`src/rtl/picomips_io_pkg.sv`:
```
// Shared types and constants for the picoMIPS switch/LED operand port.
package picomips_io_pkg;

    // Operand-capture FSM states.
    typedef enum logic [1:0] {
        IDLE    = 2'd0,
        PRESSED = 2'd1,
        HOLD    = 2'd2
    } sw_state_t;

    // Names of the in_index values, in the order the core expects the operands.
    localparam int OP_RE_W = 0;
    localparam int OP_IM_W = 1;
    localparam int OP_RE_B = 2;
    localparam int OP_IM_B = 3;
    localparam int OP_RE_A = 4;
    localparam int OP_IM_A = 5;

endpackage

```
`src/rtl/sw_debounce.sv`:
```
// Synchroniser and debounce filter for the press switch.
// deb_o only follows the synchronised level once that level has been
// stable for DEBOUNCE_CYCLES consecutive samples.
module sw_debounce #(
    parameter int SYNC_STAGES     = 2,
    parameter int DEBOUNCE_CYCLES = 4
) (
    input  logic clk_i,
    input  logic rst_n_i,
    input  logic strobe_i,
    output logic deb_o
);

    localparam int              CNT_W   = $clog2(DEBOUNCE_CYCLES + 1);
    localparam logic [CNT_W-1:0] CNT_MAX = CNT_W'(DEBOUNCE_CYCLES);

    logic [SYNC_STAGES-1:0] sync_q;
    logic                   sync_prev_q;
    logic [CNT_W-1:0]       cnt_q, cnt_d;
    logic                   deb_q, deb_d;
    logic                   level;
    logic                   changed;

    assign level   = sync_q[SYNC_STAGES-1];
    assign changed = (level != sync_prev_q);

    // Count consecutive equal samples; accept the level when the count saturates.
    always_comb begin
        // NOTE: every combinational output gets a default first, so no path
        // leaves it unassigned and no latch is inferred.
        cnt_d = cnt_q;
        deb_d = deb_q;
        if (changed) begin
            cnt_d = '0;
        end else if (cnt_q != CNT_MAX) begin
            cnt_d = cnt_q + CNT_W'(1);
        end
        if (!changed && (cnt_d == CNT_MAX)) begin
            deb_d = level;
        end
    end

    // Synchroniser chain, previous-sample register, counter and debounced level.
    always_ff @(posedge clk_i or negedge rst_n_i) begin
        if (!rst_n_i) begin
            sync_q      <= '0;
            sync_prev_q <= 1'b0;
            cnt_q       <= '0;
            // The debounced level starts as "pressed": a switch held through
            // reset must be seen released before a press can count.
            deb_q       <= 1'b1;
        end else begin
            // NOTE: state registers use non-blocking assignments so every flop
            // samples the pre-edge values, independent of statement order.
            sync_q[0] <= strobe_i;
            for (int i = 1; i < SYNC_STAGES; i++) begin
                sync_q[i] <= sync_q[i-1];
            end
            sync_prev_q <= level;
            cnt_q       <= cnt_d;
            deb_q       <= deb_d;
        end
    end

    assign deb_o = deb_q;

endmodule

```
`src/rtl/picomips_switch_port.sv`:
```
// Responder end of the board switch/LED operand protocol for picoMIPS4test.
// Captures the switch byte on a debounced release, offers it to the core via
// valid/ready with an operand index, and holds the core's result on LED.
module picomips_switch_port
    import picomips_io_pkg::*;
#(
    parameter int DATA_W          = 8,
    parameter int SYNC_STAGES     = 2,
    parameter int DEBOUNCE_CYCLES = 4,
    parameter int N_OPERANDS      = 6
) (
    input  logic                          fastclk,
    input  logic                          n_reset,
    input  logic [DATA_W-1:0]             sw_data,
    input  logic                          sw_strobe,
    output logic [DATA_W-1:0]             in_data,
    output logic                          in_valid,
    input  logic                          in_ready,
    output logic [$clog2(N_OPERANDS)-1:0] in_index,
    output logic                          overrun,
    input  logic                          led_we,
    input  logic [DATA_W-1:0]             led_data,
    output logic [DATA_W-1:0]             LED
);

    localparam int               IDX_W    = $clog2(N_OPERANDS);
    localparam logic [IDX_W-1:0] IDX_LAST = IDX_W'(N_OPERANDS - 1);
    localparam logic [IDX_W-1:0] IDX_FIRST = IDX_W'(OP_RE_W);

    logic                           deb, deb_prev_q, deb_rise, deb_fall;
    logic [SYNC_STAGES-1:0][DATA_W-1:0] data_sync_q;
    sw_state_t                      state_q, state_d;
    logic [DATA_W-1:0]              in_data_q, in_data_d;
    logic                           in_valid_q, in_valid_d;
    logic [IDX_W-1:0]               in_index_q, in_index_d;
    logic                           overrun_q, overrun_d;
    logic [DATA_W-1:0]              led_q;
    logic                           handshake, capture, drop;

    sw_debounce #(
        .SYNC_STAGES     (SYNC_STAGES),
        .DEBOUNCE_CYCLES (DEBOUNCE_CYCLES)
    ) u_debounce (
        .clk_i    (fastclk),
        .rst_n_i  (n_reset),
        .strobe_i (sw_strobe),
        .deb_o    (deb)
    );

    assign deb_rise  = deb & ~deb_prev_q;
    assign deb_fall  = ~deb & deb_prev_q;
    assign handshake = in_valid_q & in_ready;

    // Synchronise the data byte alongside the strobe and remember the last debounced level.
    always_ff @(posedge fastclk or negedge n_reset) begin
        if (!n_reset) begin
            // NOTE: the synchroniser is a plain register chain, not a memory,
            // so it is cleared by reset like any other control state.
            data_sync_q <= '0;
            deb_prev_q  <= 1'b1;
        end else begin
            data_sync_q[0] <= sw_data;
            for (int i = 1; i < SYNC_STAGES; i++) begin
                data_sync_q[i] <= data_sync_q[i-1];
            end
            deb_prev_q <= deb;
        end
    end

    // FSM state register.
    always_ff @(posedge fastclk or negedge n_reset) begin
        if (!n_reset) begin
            state_q <= IDLE;
        end else begin
            state_q <= state_d;
        end
    end

    // FSM next state: follow press/release of the debounced strobe and the handshake.
    always_comb begin
        state_d = state_q;
        case (state_q)
            IDLE:    if (deb_rise) state_d = PRESSED;
            PRESSED: if (deb_fall) state_d = HOLD;
            HOLD: begin
                if (deb_rise) begin
                    state_d = PRESSED;
                end else if (handshake) begin
                    state_d = IDLE;
                end
            end
            default: state_d = IDLE;
        endcase
    end

    // FSM outputs: on release, capture if the slot is free or being emptied, else drop.
    always_comb begin
        capture = 1'b0;
        drop    = 1'b0;
        if ((state_q == PRESSED) && deb_fall) begin
            if (in_valid_q && !in_ready) begin
                drop = 1'b1;
            end else begin
                capture = 1'b1;
            end
        end
    end

    // Operand slot next state: handshake empties it, capture refills it in the same cycle.
    always_comb begin
        in_data_d  = in_data_q;
        in_valid_d = in_valid_q;
        in_index_d = in_index_q;
        overrun_d  = overrun_q;
        if (handshake) begin
            in_valid_d = 1'b0;
            in_index_d = (in_index_q == IDX_LAST) ? IDX_FIRST : in_index_q + IDX_W'(1);
        end
        if (capture) begin
            in_data_d  = data_sync_q[SYNC_STAGES-1];
            in_valid_d = 1'b1;
        end
        if (drop) begin
            overrun_d = 1'b1;
        end
    end

    // Operand slot registers.
    always_ff @(posedge fastclk or negedge n_reset) begin
        if (!n_reset) begin
            in_data_q  <= '0;
            in_valid_q <= 1'b0;
            in_index_q <= IDX_FIRST;
            overrun_q  <= 1'b0;
        end else begin
            in_data_q  <= in_data_d;
            in_valid_q <= in_valid_d;
            in_index_q <= in_index_d;
            overrun_q  <= overrun_d;
        end
    end

    // LED register, written by the core independently of the operand path.
    always_ff @(posedge fastclk or negedge n_reset) begin
        if (!n_reset) begin
            led_q <= '0;
        end else if (led_we) begin
            led_q <= led_data;
        end
    end

    assign in_data  = in_data_q;
    assign in_valid = in_valid_q;
    assign in_index = in_index_q;
    assign overrun  = overrun_q;
    assign LED      = led_q;

endmodule

```
`config.mk`:
```
export PLATFORM = sky130hd
export DESIGN_NAME = picomips_switch_port
export DESIGN_NICKNAME = d
export VERILOG_FILES = /design/src/rtl/picomips_io_pkg.sv /design/src/rtl/sw_debounce.sv /design/src/rtl/picomips_switch_port.sv
export SDC_FILE = /design/constraint.sdc
export NUM_CORES = 1
export LEC_CHECK = 0
export CAP_MARGIN = 40
export CORE_AREA = 2 2 68 70
export CTS_CLUSTER_SIZE = 20
export DETAILED_ROUTE_END_ITERATION = 6
export DIE_AREA = 0 0 70 72
export PLACE_DENSITY = 0.71
export SETUP_SLACK_MARGIN = 0.3
export SLEW_MARGIN = 20
export SYNTH_ARGS = -nofsm -noshare
export SYNTH_HDL_FRONTEND = slang
export SYNTH_SLANG_ARGS = --single-unit
```
`constraint.sdc`:
```
create_clock -name fastclk -period 4 [get_ports fastclk]
set_clock_uncertainty 0.2 [all_clocks]
set_input_delay 1 -clock fastclk [delete_from_list [all_inputs] [get_ports fastclk]]
set_output_delay 1 -clock fastclk [all_outputs]
set_load 0.05 [all_outputs]
```
### Yosys cells after proc, flatten, opt, wreduce, memory -nomap -nowiden

Cells that the tools add are included.

* register bits after elaboration: 47
* input port bits: 21
* output and inout bits: 21
* word-level logic and storage cells: 51

* add/sub/neg operators: 2
* equality and inequality tests: 9
* multiplexer cells: 14
* bitwise gates (word level): 5
* reduce and logical (&&, ||, !) cells: 8

Operators by type and width (count)
* two-way mux 3 bit: 3
* two-way mux 2 bit: 4
* adder 3 x 1 -> 3 bit (second input constant): 2
* equality test 3 bit (second input constant): 2
* two-way mux 1 bit: 6
* inequality test 3 bit (second input constant): 2
* one-hot mux 2 bit (3 select lines): 1
* inequality test 2 bit (second input constant): 2
* AND 1 bit: 3
* logical AND 1 bit: 3
* AND reduction 3 bit: 1
* equality test 2 x 1 -> 1 bit (second input constant): 1
* equality test 2 bit (second input constant): 1
* logical NOT 1 bit: 2
* logical NOT 2 bit: 1
* inverter 1 bit: 2
* nonzero test 2 bit: 1
* inequality test 1 bit: 1

### Longest topological paths before layout

* depth after elaboration: 5
* depth in mapped cells: 6
* mapped depth without buffers: 6

### Hierarchy

Synthesis repeated with hierarchy kept, for this count alone.

* cells, all modules: 97
* area, all modules: 1670.4 sq um

Modules (own cells, without submodules)
* picomips_switch_port: times used 1, cells each 76, area an instance 1371.3 sq um, sequential area each 1002.2 sq um
* sw_debounce: times used 1, cells each 21, area an instance 299.0 sq um, sequential area each 176.4 sq um

### Worst setup path before layout

Ideal clock, no wire load.

* path kind: input to register
* from: input port in_ready
* to: register in_data_q[0], in the netlist in_data[0]
* library setup time: 0.125 ns
* arrival time: 1.769 ns
* data required time: 3.675 ns
* slack: 1.906 ns
* stages on the path: 4
* path buffers: 1
* cells stage by stage: or2b_1 > nand2b_4 > buf_6 > mux2_4

* longest elaborated chain between the ends: 4

RTL lines
* from (decl): line picomips_switch_port.sv:18 `input logic in_ready,`
* logical NOT 1 bit: line picomips_switch_port.sv:101 `if (in_valid_q && !in_ready) begin`
* logical AND 1 bit: line picomips_switch_port.sv:101
* two-way mux 1 bit: line picomips_switch_port.sv:101
* two-way mux 1 bit: line picomips_switch_port.sv:100 `if ((state_q == PRESSED) && deb_fall) begin`
* to (signal assigned): line picomips_switch_port.sv:136 `in_data_q <= in_data_d;`
* to (decl): line picomips_switch_port.sv:33 `logic [DATA_W-1:0] in_data_q, in_data_d;`

No other way between the ends.
A chain may end at the register's enable or synchronous reset.

### Final worst setup path

* from: register in_valid_q, in the netlist in_valid
* to: output port in_valid

RTL lines
* from (decl): line picomips_switch_port.sv:34 `logic in_valid_q, in_valid_d;`
* from (signal assigned): line picomips_switch_port.sv:137 `in_valid_q <= in_valid_d;`
* to (decl): line picomips_switch_port.sv:17 `output logic in_valid,`

No word-level cell between the ends.

==> metrics.csv <==
stage;metric;value;unit
detailed_routing;drt_iter0_drc;20;
sta;maxSlewViolCount;0;
cells_and_area;post-route-cell-area;2210;um^2
detailed_routing;antenna_left;0;
clocking;cts_tree;done;
sta;fin_tns_setup;0;ns
detailed_routing;viasPerCell;4.460;
logic_synthesis;yosysTopAreaCellShare;0.6829;
setup_path;r2r_setup_slack;2.09;ns
cells_and_area;fin_util;0.5182;
clocking;post_cts_buffers;0;
logic_synthesis;yosys.area.top_type;dfrtp_1;
setup_path;critPathKind;reg2out;
sta;relSlewSlack;0.6612;
global_routing;gr-total-overflow;0;
setup_path;path_delay_family;buffers and inverters;
global_routing;antenna_found_initial;0;
logic_synthesis;ys_ff_latch;47;
clocking;cts.clk_slew.worst_paths;0.08;ns
flow_run;maxCapViolCount;0;
detailed_routing;routed_wl;2534;um
logic_synthesis;synth_nets;123;
floorplan;core;4264;um^2
clocking;clkLatencyLatePin;0.29;ns
setup_path;crit_path_max_incr_delay;0.82;ns
run_status;status;complete, no violations;
clocking;cts_sinks;47;
logic_synthesis;ys_warn_count;0;
power_and_ir_drop;power_leakage;1.016;nW
hold_path;hold_class;reg2reg;
sta;fmaxAchievable;371.6;MHz
hold_path;hp-start;data_sync_q[1]$_DFF_PN0_;
detailed_routing;drc_errors;0;
power_and_ir_drop;clockPowerShare;0.177;
detailed_routing;avgRoutedWirePerCell;12.67;um
power_and_ir_drop;power_frac_comb;0.393;
cells_and_area;sequential_cell_area;1179;um^2
detailed_routing;routed-via-count;892;
place;place_hpwl;1978;um
setup_path;critical_path_required;2.80;ns
global_routing;grt_start_max_net_pins;37;
cells_and_area;area_growth;33.99;%
clocking;clock-root-buffer;clkbuf_8;
power_and_ir_drop;vdd_drop_max;302.5;uV
setup_path;worst-path-max-fanout;4;
global_routing;grt_pass1_wl;4347;um
sta;setup_viol;0;
setup_path;timing.rr.end;u_debounce.deb_o$_DFFE_PN1P_;
cells_and_area;drive_gt1_frac;0.2230;
cells_and_area;num_antenna_cells;0;
place;routabilityCongestion;0.6810;
sta;min_period_over_period;0.6728;
cells_and_area;fill_cells;367;
clocking;cts_buffer_depth;2;
setup_path;rr_worst_depth;6;
sta;rsz0062_at_grt;no;
floorplan;initial_utilization;0.3867;
floorplan;io_pins;42;
clocking;holdBufCountCts;0;
floorplan;die-area;5040;um^2
logic_synthesis;netlist-cell-type-count;23;
logic_synthesis;synth_area_per_cell;16.49;um^2
power_and_ir_drop;p_switching;0.5541;mW
cells_and_area;multi_input_area;444.2;um^2
logic_synthesis;synth_area_leaders;dfrtp_1, mux2_4, mux2_2, dfstp_2, nand2_1;
logic_synthesis;seq_area_frac_synth;0.7147;
clocking;h-tree-depth;2;
setup_path;crit_arrival;1.49;ns
cells_and_area;nets;170;
setup_path;setup.worst_path.start_class;register;
clocking;numCtsBuffers;5;
sta;tightest_slew;0.5067;ns
sta;period_minus_slack;2.691;ns
logic_synthesis;synthCells;100;
power_and_ir_drop;p_int;0.9501;mW
setup_path;crit_path_cell_trace;clkdlybuf4s50_1;
hold_path;min_delay_path_depth;0;
setup_path;timing.rr.start;u_debounce.cnt_q[0]$_DFF_PN0_;
sta;finalHoldViolations;0;
setup_path;critPathBufInv;1;
place;dp_slack;1.445;ns
sta;fin_ws;1.309;ns
floorplan;die_w;70;um
logic_synthesis;netlist_area;1649;um^2
global_routing;grt_pass1_vias;960;
place;dpl_cell_area;2125;um^2
setup_path;end_kind;output port;
place;portBuffers;41;
detailed_routing;firstDrtPassIters;4;
global_routing;track_usage;0.1139;
hold_path;hold_path_end;data_sync_q[9]$_DFF_PN0_;
floorplan;fp-row-count;24;
clocking;cts-resized-gates;0;
power_and_ir_drop;power.share.sequential;0.430;
setup_path;worst_path_max_delay_cell;clkdlybuf4s50_1;
floorplan;die_y;72;um
power_and_ir_drop;netSwitchingFraction;0.3684;
power_and_ir_drop;power.density;680.8;nW/um^2
## power groups by stage
| stage | Combinational, mW | Clock [mW] | Sequential, mW |
|---|---|---|---|
| after floorplan | 0.169 | 0 | 0.885 |
| after global placement | 0.581 | 0 | 0.652 |
| after detailed placement | 0.597 | 0 | 0.659 |
| after CTS | 0.598 | 0.277 | 0.649 |
| after global routing | 0.623 | 0.303 | 0.663 |
| final | 0.591 | 0.267 | 0.647 |
## cells in the mapped netlist, drive strengths merged
| cell | number |
|---|---|
| dfrtp | 45 |
| mux2 | 18 |
| nand2 | 8 |
| nor2 | 5 |
| inv | 3 |
| dfstp | 2 |
| ha | 2 |
| nand3b | 2 |
| o21ai | 2 |
| or2b | 2 |
| xnor2 | 2 |
| buf | 1 |
| clkbuf | 1 |
| nand2b | 1 |
| nand3 | 1 |
| nand4b | 1 |
| nor2b | 1 |
| nor4b | 1 |
| o21bai | 1 |
| xor2 | 1 |
## layout make-up
class / count / area share
clock buffers: 6 / 0.03284
clock inverters: 2 / 0.005663
inverters: 3 / 0.005096
multi-input cells: 48 / 0.2010
flip-flops and latches: 47 / 0.5334
well taps: 52 / 0.02945
repair buffers: 42 / 0.1925
## registers in the layout (all words and copies together) (netlist names), 2 cells and up
signal / cells
data_sync_q: 16
u_debounce.sync_q: 2
state_q: 2
in_index: 3
u_debounce.cnt_q: 3
in_data: 8
LED: 8
## how the worst max path moves through the flow
stage / from / slack (ns) / end / cells after the start
2_1_floorplan: in_ready / 1.91 / in_data[0]$_DFFE_PN0P_ / 4
3_3_place_gp: in_ready / 1.47 / in_data[4]$_DFFE_PN0P_ / 4
3_5_place_dp: in_ready / 1.44 / in_data[3]$_DFFE_PN0P_ / 4
4_1_cts: in_valid$_DFFE_PN0P_ / 1.29 / in_valid / 1
5_1_grt: in_valid$_DFFE_PN0P_ / 1.24 / in_valid / 1
6_report: in_valid$_DFFE_PN0P_ / 1.31 / in_valid / 1
## stage by stage
step	hold WS [ns]	power, mW	cells
after global routing	0.1679	1.589	200
after CTS	0.1616	1.524	200
after global placement	0.1358	1.233	191
final	0.1572	1.504	200
after floorplan	0.1312	1.054	100
after detailed placement	0.1379	1.256	192
## cell families (layout without fill, tap and decap cells)
| group | Yosys count | after routing | synth area share |
|---|---|---|---|
| compound gates | 3 | 3 | 0.01062 |
| xor+xnor | 3 | 3 | 0.01594 |
| mux | 18 | 18 | 0.1411 |
| buf+inv | 5 | 53 | 0.01593 |
| fa+ha+maj | 2 | 2 | 0.01517 |
| flops | 47 | 47 | 0.7147 |
| simple gates | 22 | 22 | 0.08650 |
## worst reg2reg max path: stages, from the launching register on
cell	delay (ns)
dfrtp_1	0.42
inv_1	0.08
ha_1	0.16
nand2_1	0.08
xnor2_1	0.20
nor4b_1	0.33
mux2_2	0.38
## cell usage in the layout (no fill, tap or decap)
master and count:
nand3b_4 1, nor2_1 5, xor2_1 1, nand4b_1 1, nand2_1 8, xnor2_1 2
nand3b_1 1, nor2b_4 1, or2b_1 1, or2b_2 1, mux2_4 8, buf_12 1
o21ai_0 2, inv_1 3, o21bai_1 1, mux2_2 10, clkinv_2 1, nor4b_1 1
clkdlybuf4s50_1 40, nand3_1 1, clkinvlp_4 1, clkbuf_8 5, buf_2 1, clkbuf_1 1
dfstp_2 2, dfrtp_1 45, nand2b_4 1, ha_1 2
## layer usage
layer	vias to the layer above	share of wire	GRT usage
li1	423	-	-
met1	428	0.38	0.1297
met2	36	0.52	0.1884
met3	5	0.083	0.03611
met4	0	0.019	0.07051
met5	-	0	0
Note: power is estimated with default switching activity, not from simulation.
